==> config.mk <==
export PLATFORM = sky130hd
export DESIGN_NAME = sram_arbiter_ctrl_flat
export DESIGN_NICKNAME = d
export VERILOG_FILES = /design/src/rtl/sram_arbiter_ctrl_if.sv /design/src/rtl/sram_arbiter_ctrl.sv /design/src/flat_wrapper.sv
export SDC_FILE = /design/constraint.sdc
export NUM_CORES = 1
export LEC_CHECK = 0
export ABC_AREA = 1
export BUFFER_PORTS_ARGS = -buffer_cell sky130_fd_sc_hd__buf_2
export CORE_ASPECT_RATIO = 0.8
export CORE_MARGIN = 2
export CORE_UTILIZATION = 46
export DETAILED_ROUTE_END_ITERATION = 8
export PLACE_DENSITY_LB_ADDON = 0.05
export SYNTH_ARGS = -nofsm -noshare
export SYNTH_HDL_FRONTEND = slang
export SYNTH_SLANG_ARGS = --single-unit
==> constraint.sdc <==
create_clock -name clk -period 2.2 [get_ports clk]
set_clock_uncertainty 0.2 [all_clocks]
set_input_delay 0.22 -clock clk [delete_from_list [all_inputs] [get_ports clk]]
set_output_delay 0.22 -clock clk [all_outputs]
set_load 0.05 [all_outputs]
==> src/rtl/sram_arbiter_ctrl_if.sv <==
// Avalon-style requester bundle for one port of sram_arbiter_ctrl.
//   master : the requester side (drives command, receives stall and read data)
//   slave  : the arbiter side (receives command, drives stall and read data)
// Signals:
//   address        word address
//   byteenable     byte lanes, bit0 = low byte
//   read/write     command strobes (write wins when both are high)
//   writedata      write data
//   waitrequest    stall; a command is taken when (read|write) & !waitrequest
//   readdata       last read result for this port
//   readdatavalid  one-cycle strobe marking a completed read
interface sram_arbiter_ctrl_if #(
  parameter int ADDR_W = 20,
  parameter int DATA_W = 16
);
  logic [ADDR_W-1:0]   address;
  logic [DATA_W/8-1:0] byteenable;
  logic                read;
  logic                write;
  logic [DATA_W-1:0]   writedata;
  logic                waitrequest;
  logic [DATA_W-1:0]   readdata;
  logic                readdatavalid;

  modport master (
    output address, byteenable, read, write, writedata,
    input  waitrequest, readdata, readdatavalid
  );

  modport slave (
    input  address, byteenable, read, write, writedata,
    output waitrequest, readdata, readdatavalid
  );
endinterface

==> src/rtl/sram_arbiter_ctrl.sv <==
// Two-port round-robin arbiter and access sequencer for an asynchronous
// 16-bit SRAM. One access runs at a time: IDLE (accept) -> ACCESS for
// WAIT_CYCLES clocks -> RECOVER for one clock -> IDLE.
// Ports:
//   clk, reset        system clock, synchronous active-high reset
//   m0, m1            requester ports (m0 = CPU data path, m1 = streaming client)
//   sram_ADDR         registered SRAM word address
//   sram_DQ_o/_oe/_i  split data bus; the tristate lives at the board top level
//   sram_CE_N, sram_OE_N, sram_WE_N, sram_LB_N, sram_UB_N
//                     registered active-low SRAM strobes
module sram_arbiter_ctrl #(
  parameter int ADDR_W      = 20,
  parameter int DATA_W      = 16,
  parameter int WAIT_CYCLES = 2
) (
  input  logic              clk,
  input  logic              reset,
  sram_arbiter_ctrl_if.slave m0,
  sram_arbiter_ctrl_if.slave m1,
  output logic [ADDR_W-1:0] sram_ADDR,
  output logic [DATA_W-1:0] sram_DQ_o,
  output logic              sram_DQ_oe,
  input  logic [DATA_W-1:0] sram_DQ_i,
  output logic              sram_CE_N,
  output logic              sram_OE_N,
  output logic              sram_WE_N,
  output logic              sram_LB_N,
  output logic              sram_UB_N
);

  typedef enum logic [1:0] {
    S_IDLE    = 2'd0,
    S_ACCESS  = 2'd1,
    S_RECOVER = 2'd2
  } state_t;

  state_t r_state;
  state_t w_next;

  logic [3:0] r_wcnt;
  logic       r_last_grant;
  logic       r_wr;
  logic       r_port;

  logic              w_req0;
  logic              w_req1;
  logic              w_gnt0;
  logic              w_gnt1;
  logic              w_accept;
  logic              w_sel_wr;
  logic [ADDR_W-1:0] w_sel_addr;
  logic [1:0]        w_sel_be;
  logic [DATA_W-1:0] w_sel_data;

  // Round-robin pick: a lone requester wins; on a tie the port that did not
  // win last time is chosen.
  always_comb begin
    w_req0     = m0.read | m0.write;
    w_req1     = m1.read | m1.write;
    w_gnt1     = w_req1 & (~w_req0 | ~r_last_grant);
    w_gnt0     = w_req0 & ~w_gnt1;
    w_sel_wr   = w_gnt1 ? m1.write      : m0.write;
    w_sel_addr = w_gnt1 ? m1.address    : m0.address;
    w_sel_be   = w_gnt1 ? m1.byteenable : m0.byteenable;
    w_sel_data = w_gnt1 ? m1.writedata  : m0.writedata;
  end

  always_ff @(posedge clk) begin
    if (reset) begin
      r_state <= S_IDLE;
    end else begin
      r_state <= w_next;
    end
  end

  always_comb begin
    w_next         = r_state;
    w_accept       = 1'b0;
    m0.waitrequest = 1'b1;
    m1.waitrequest = 1'b1;
    case (r_state)
      S_IDLE: begin
        if (!reset && (w_req0 || w_req1)) begin
          w_accept       = 1'b1;
          w_next         = S_ACCESS;
          m0.waitrequest = ~w_gnt0;
          m1.waitrequest = ~w_gnt1;
        end
      end
      S_ACCESS: begin
        if (r_wcnt == 4'd0) begin
          w_next = S_RECOVER;
        end
      end
      S_RECOVER: begin
        w_next = S_IDLE;
      end
      default: begin
        w_next = S_IDLE;
      end
    endcase
  end

  // Strobes are loaded on the edge that enters a phase so that every SRAM
  // pin comes straight from a flop.
  always_ff @(posedge clk) begin
    if (reset) begin
      r_wcnt           <= 4'd0;
      r_last_grant     <= 1'b1;
      r_wr             <= 1'b0;
      r_port           <= 1'b0;
      sram_ADDR        <= '0;
      sram_DQ_o        <= '0;
      sram_DQ_oe       <= 1'b0;
      sram_CE_N        <= 1'b1;
      sram_OE_N        <= 1'b1;
      sram_WE_N        <= 1'b1;
      sram_LB_N        <= 1'b1;
      sram_UB_N        <= 1'b1;
      m0.readdata      <= '0;
      m1.readdata      <= '0;
      m0.readdatavalid <= 1'b0;
      m1.readdatavalid <= 1'b0;
    end else begin
      m0.readdatavalid <= 1'b0;
      m1.readdatavalid <= 1'b0;
      if (w_accept) begin
        r_last_grant <= w_gnt1;
        r_port       <= w_gnt1;
        r_wr         <= w_sel_wr;
        r_wcnt       <= 4'(WAIT_CYCLES - 1);
        sram_ADDR    <= w_sel_addr;
        if (w_sel_wr) begin
          sram_DQ_o <= w_sel_data;
        end
        sram_CE_N  <= 1'b0;
        sram_OE_N  <= w_sel_wr;
        sram_WE_N  <= ~w_sel_wr;
        sram_DQ_oe <= w_sel_wr;
        sram_LB_N  <= ~w_sel_be[0];
        sram_UB_N  <= ~w_sel_be[1];
      end else if (r_state == S_ACCESS) begin
        if (r_wcnt != 4'd0) begin
          r_wcnt <= r_wcnt - 4'd1;
        end else begin
          // Last ACCESS clock: release the bus for the recovery cycle and
          // take the read data while OE_N is still low.
          sram_CE_N  <= 1'b1;
          sram_OE_N  <= 1'b1;
          sram_WE_N  <= 1'b1;
          sram_LB_N  <= 1'b1;
          sram_UB_N  <= 1'b1;
          sram_DQ_oe <= 1'b0;
          if (!r_wr) begin
            if (r_port) begin
              m1.readdata      <= sram_DQ_i;
              m1.readdatavalid <= 1'b1;
            end else begin
              m0.readdata      <= sram_DQ_i;
              m0.readdatavalid <= 1'b1;
            end
          end
        end
      end
    end
  end

endmodule

==> src/flat_wrapper.sv <==
// flat-port wrapper written by rule: the top's interface ports become plain ports
module sram_arbiter_ctrl_flat 
#(
  parameter int ADDR_W      = 20,
  parameter int DATA_W      = 16,
  parameter int WAIT_CYCLES = 2
)
  (clk, reset, sram_ADDR, sram_DQ_o, sram_DQ_oe, sram_DQ_i, sram_CE_N, sram_OE_N, sram_WE_N, sram_LB_N, sram_UB_N, m0_address, m0_byteenable, m0_read, m0_write, m0_writedata, m0_waitrequest, m0_readdata, m0_readdatavalid, m1_address, m1_byteenable, m1_read, m1_write, m1_writedata, m1_waitrequest, m1_readdata, m1_readdatavalid);
  sram_arbiter_ctrl_if #(.ADDR_W(ADDR_W), .DATA_W(DATA_W)) m0_i ();
  sram_arbiter_ctrl_if #(.ADDR_W(ADDR_W), .DATA_W(DATA_W)) m1_i ();
  input  logic clk;
  input  logic reset;
  output logic [ADDR_W-1:0] sram_ADDR;
  output logic [DATA_W-1:0] sram_DQ_o;
  output logic sram_DQ_oe;
  input  logic [DATA_W-1:0] sram_DQ_i;
  output logic sram_CE_N;
  output logic sram_OE_N;
  output logic sram_WE_N;
  output logic sram_LB_N;
  output logic sram_UB_N;
  input wire logic [$bits(m0_i.address)-1:0] m0_address;
  input wire logic [$bits(m0_i.byteenable)-1:0] m0_byteenable;
  input wire logic [$bits(m0_i.read)-1:0] m0_read;
  input wire logic [$bits(m0_i.write)-1:0] m0_write;
  input wire logic [$bits(m0_i.writedata)-1:0] m0_writedata;
  output wire logic [$bits(m0_i.waitrequest)-1:0] m0_waitrequest;
  output wire logic [$bits(m0_i.readdata)-1:0] m0_readdata;
  output wire logic [$bits(m0_i.readdatavalid)-1:0] m0_readdatavalid;
  input wire logic [$bits(m1_i.address)-1:0] m1_address;
  input wire logic [$bits(m1_i.byteenable)-1:0] m1_byteenable;
  input wire logic [$bits(m1_i.read)-1:0] m1_read;
  input wire logic [$bits(m1_i.write)-1:0] m1_write;
  input wire logic [$bits(m1_i.writedata)-1:0] m1_writedata;
  output wire logic [$bits(m1_i.waitrequest)-1:0] m1_waitrequest;
  output wire logic [$bits(m1_i.readdata)-1:0] m1_readdata;
  output wire logic [$bits(m1_i.readdatavalid)-1:0] m1_readdatavalid;
  assign m0_i.address = m0_address;
  assign m0_i.byteenable = m0_byteenable;
  assign m0_i.read = m0_read;
  assign m0_i.write = m0_write;
  assign m0_i.writedata = m0_writedata;
  assign m0_waitrequest = m0_i.waitrequest;
  assign m0_readdata = m0_i.readdata;
  assign m0_readdatavalid = m0_i.readdatavalid;
  assign m1_i.address = m1_address;
  assign m1_i.byteenable = m1_byteenable;
  assign m1_i.read = m1_read;
  assign m1_i.write = m1_write;
  assign m1_i.writedata = m1_writedata;
  assign m1_waitrequest = m1_i.waitrequest;
  assign m1_readdata = m1_i.readdata;
  assign m1_readdatavalid = m1_i.readdatavalid;
  sram_arbiter_ctrl #(.ADDR_W(ADDR_W), .DATA_W(DATA_W), .WAIT_CYCLES(WAIT_CYCLES)) u_core (.clk(clk), .reset(reset), .m0(m0_i), .m1(m1_i), .sram_ADDR(sram_ADDR), .sram_DQ_o(sram_DQ_o), .sram_DQ_oe(sram_DQ_oe), .sram_DQ_i(sram_DQ_i), .sram_CE_N(sram_CE_N), .sram_OE_N(sram_OE_N), .sram_WE_N(sram_WE_N), .sram_LB_N(sram_LB_N), .sram_UB_N(sram_UB_N));
endmodule
==> key figures <==
Status
  – Outcome: completed

Yosys
  – Synth Area in Compound Gates: 8.43%
  – Largest family of logic cells by synthesized area: simple AND/OR/NAND/NOR gates
  – Sequential share of the synthesized area: 45.9%
  – XOR/XNOR Fraction of Synth Area: 0.472%
  – Ys Warns: 0
  – Simple-Gate Fraction of Synth Area: 36.9%
  – #FFs+latches synth: 85
  – Adder-Cell Fraction of Synth Area: 0.337%
  – Synth cell types: 29
  – Mapped Area: 3710 um2
  – Gate Count Post-Synth: 536
  – Mux cell area share after synthesis: 0%
  – Synth Area per Inst: 6.92 um2
  – Synth Net Count: 635

Critical path
  – Crit path max-delay cell type: dlygate4sd3_1
  – Slowest cell delay on critical path: 0.55 ns
  – Crit path cell chain: inv_1 -> ha_1 -> nand2_1 -> nor2_4 -> inv_2 -> nand2_1 -> nand3_1 -> dlygate4sd3_1 -> nand3_1
  – CP arrival: 2.11 ns
  – Buffers & Inverters on Critical Path: 3
  – Top delay family on crit path: buffers and inverters
  – Critical path class: reg2reg
  – Critical path peak fanout: 5
  – Worst Setup End Kind: flop
  – Worst setup SP type: flop
  – Required time worst endpoint: 2.23 ns

Drt
  – Pre-antenna DRT Iters: 5
  – DRT antenna net count: 0
  – Total number of vias: 4201
  – Routed wire per std cell: 12.9 um
  – Final WL: 11200 um
  – Via density per instance: 4.85
  – Initial DRC count: 193
  – Remaining DRCs: 0

Floorplanning
  – Initial Utilization: 47.1%
  – Core Rows: 29
  – IO Pins: 176
  – Core area: 7870 um2
  – DIE AREA: 8800 um2
  – Die height: 84.3 um
  – Die Wd: 104 um

Placement
  – I/O Buffers: 175
  – RD Place Congestion: 0.875
  – Post-DP HPWL: 7560 um
  – Inst Count DP: 798

Hold path
  – Worst hold path class: in2reg

Timing
  – Final setup viols: 0
  – Fin crit share: 94.7%
  – Setup repair after global routing missed its margin: false
  – Final hold viol count: 0
  – Slew headroom: 68.7%
  – Min cycle time layout: 2.08 ns
  – Sum of negative setup slack: 0 ns
  – Achievable Freq: 480 MHz
  – Worst slew pin tran: 0.470 ns
  – Fin. max-slew vios: 0

Finish
  – Fin cells: 866
  – Area growth syn-to-layout: 45.7%
  – Sequential Area: 1700 um2
  – Layout cells sized above 1: 29.0%
  – FILL cells: 721
  – Final-stage net count: 853
  – Footprint of the multi-input gates: 1720 um2
  – Ant diodes: 0

Clocking
  – Clock latency on the worst-skew pair: 0.36 ns
  – Sinks on Clock Net: 85
  – Cell at the root of the clock tree: clkbuf_8
  – Inserted Clock Buffers: 9
  – Maximum clock path buffer count: 2
  – Clock H-tree levels: 3
  – CTS tree: done
  – CTS clock-pin slew for the worst setup and hold paths: 0.08 ns

GRT
  – All-Layer GR Usage: 25.7%
  – Initial antenna violation count: 0
  – First-pass GRT wire length: 18600 um
  – Grt total ovfl: 0
  – Number of global-route vias before repair: 3991
  – Largest net degree at the start of global routing: 39

Flow run
  – # Max-Cap Violations: 0

Power and ir drop
  – Leakage: 2.80 nW
  – Max VDD drop: 0.700 mV
  – Cell Pwr Density: 1100 nW/um2
==> registers in the layout, indices dropped and copies added (netlist names) <==
register / flops
u_core.sram_ADDR: 20
u_core.m0.readdata: 16
u_core.m1.readdata: 16
u_core.sram_DQ_o: 16
u_core.r_wcnt: 4
u_core.r_state: 2
u_core.m0.readdatavalid: 1
u_core.m1.readdatavalid: 1
u_core.r_last_grant: 1
u_core.r_port: 1
u_core.r_wr: 1
u_core.sram_CE_N: 1
u_core.sram_DQ_oe: 1
u_core.sram_LB_N: 1
u_core.sram_OE_N: 1
u_core.sram_UB_N: 1
u_core.sram_WE_N: 1
==> layer usage <==
metal	vias to the layer above	global-route usage [%]	part of all wire, %
met5	-	0	0
met2	134	43.6	49
met4	0	8.72	1.5
li1	2128	-	-
met1	1923	32.3	44
met3	16	6.37	6.3
==> timing repair <==
action | CTS | global route
hold buffers | 51 | 0
endpoints found under the setup margin | 0 | 5
resized for setup | 0 | 6
setup buffers | 0 | 2
hold endpoints to repair | 60 | 0
==> cell usage in the layout (no fill, tap or decap), drive strengths merged <==
cell type	netlist	routed
o21ai	22	22
or2	1	1
nor2	74	74
a211oi	1	1
ha	1	1
buf	16	189
a21oi	37	37
o22ai	1	1
inv	29	30
xor2	2	2
clkbuf	17	10
dlygate4sd3	0	51
nor3	3	3
nand3	55	55
nand4	5	5
nand2	185	185
bufinv	0	2
clkinv	2	3
clkinvlp	0	1
dfxtp	85	85
==> area by class of cell <==
cell class | count | share of cell area [%]
Sequential cell | 85 | 31.5
Tap cell | 108 | 2.50
Multi-Input combinational cell | 387 | 31.9
Clock buffer | 10 | 2.55
Inverter | 31 | 2.27
Timing Repair Buffer | 240 | 27.7
Clock inverter | 5 | 1.57
==> logic make-up (layout without fill, tap and decap cells) <==
kind of cell / Yosys count / in the layout
flops: 85 / 85
xor+xnor: 2 / 2
fa+ha+maj: 1 / 1
simple gates: 323 / 323
buf+inv: 64 / 286
compound gates: 61 / 61
==> stage by stage <==
step	hold slack (ns)	utilization (%)	setup slack, ns	area [um2]	total power, W
CTS	0.00177	68.2	0.0267	5370	0.00595
finish	0.00770	68.6	0.118	5400	0.00596
detailed placement	0.252	58.9	0.226	4630	0.00461
global route	0.0205	68.6	0.00487	5400	0.00630
floorplan	0.155	-	0.472	3710	0.00403
global placement	0.250	58.9	0.285	4630	0.00457
==> tightest hold or removal path: cells and delay by family <==
| kind | cells | cell delay (ns) |
|---|---|---|
| simple gates | 3 | 0.14 |
| buf+inv | 1 | 0.10 |
| compound gates | 1 | 0.05 |
==> synth_stat cells (all sizes together) <==
library cell / number / area share, %
a211oi: 1 / 0.20
a21oi: 37 / 5.0
buf: 16 / 3.0
clkbuf: 17 / 1.7
clkinv: 2 / 0.27
dfxtp: 85 / 46
ha: 1 / 0.34
inv: 29 / 3.0
nand2: 185 / 19
nand3: 55 / 7.8
nand4: 5 / 0.84
nor2: 74 / 8.2
nor3: 3 / 0.71
o21ai: 22 / 3.1
o22ai: 1 / 0.17
or2: 1 / 0.17
xor2: 2 / 0.47
==> where the power goes <==
group	total (W)	switching (W)	internal (W)
Combinational	0.00270	0.00195	0.000743
Sequential	0.00203	0.000180	0.00185
Clock	0.00123	0.000564	0.000668
Total	0.00596	0.00270	0.00326
==> worst paths after layout <==
check | start | end | slack, ns | cells after the start
min | m0_address[0] | u_core.sram_ADDR[0] | 0.008 | 5
max | u_core.r_wcnt[0] | u_core.sram_LB_N | 0.12 | 9
min reg2reg | u_core.sram_ADDR[19] | u_core.sram_ADDR[19] | 0.26 | 2
max reg2reg | u_core.r_wcnt[0] | u_core.sram_LB_N | 0.12 | 9
Note: power is estimated with default switching activity, not from simulation.
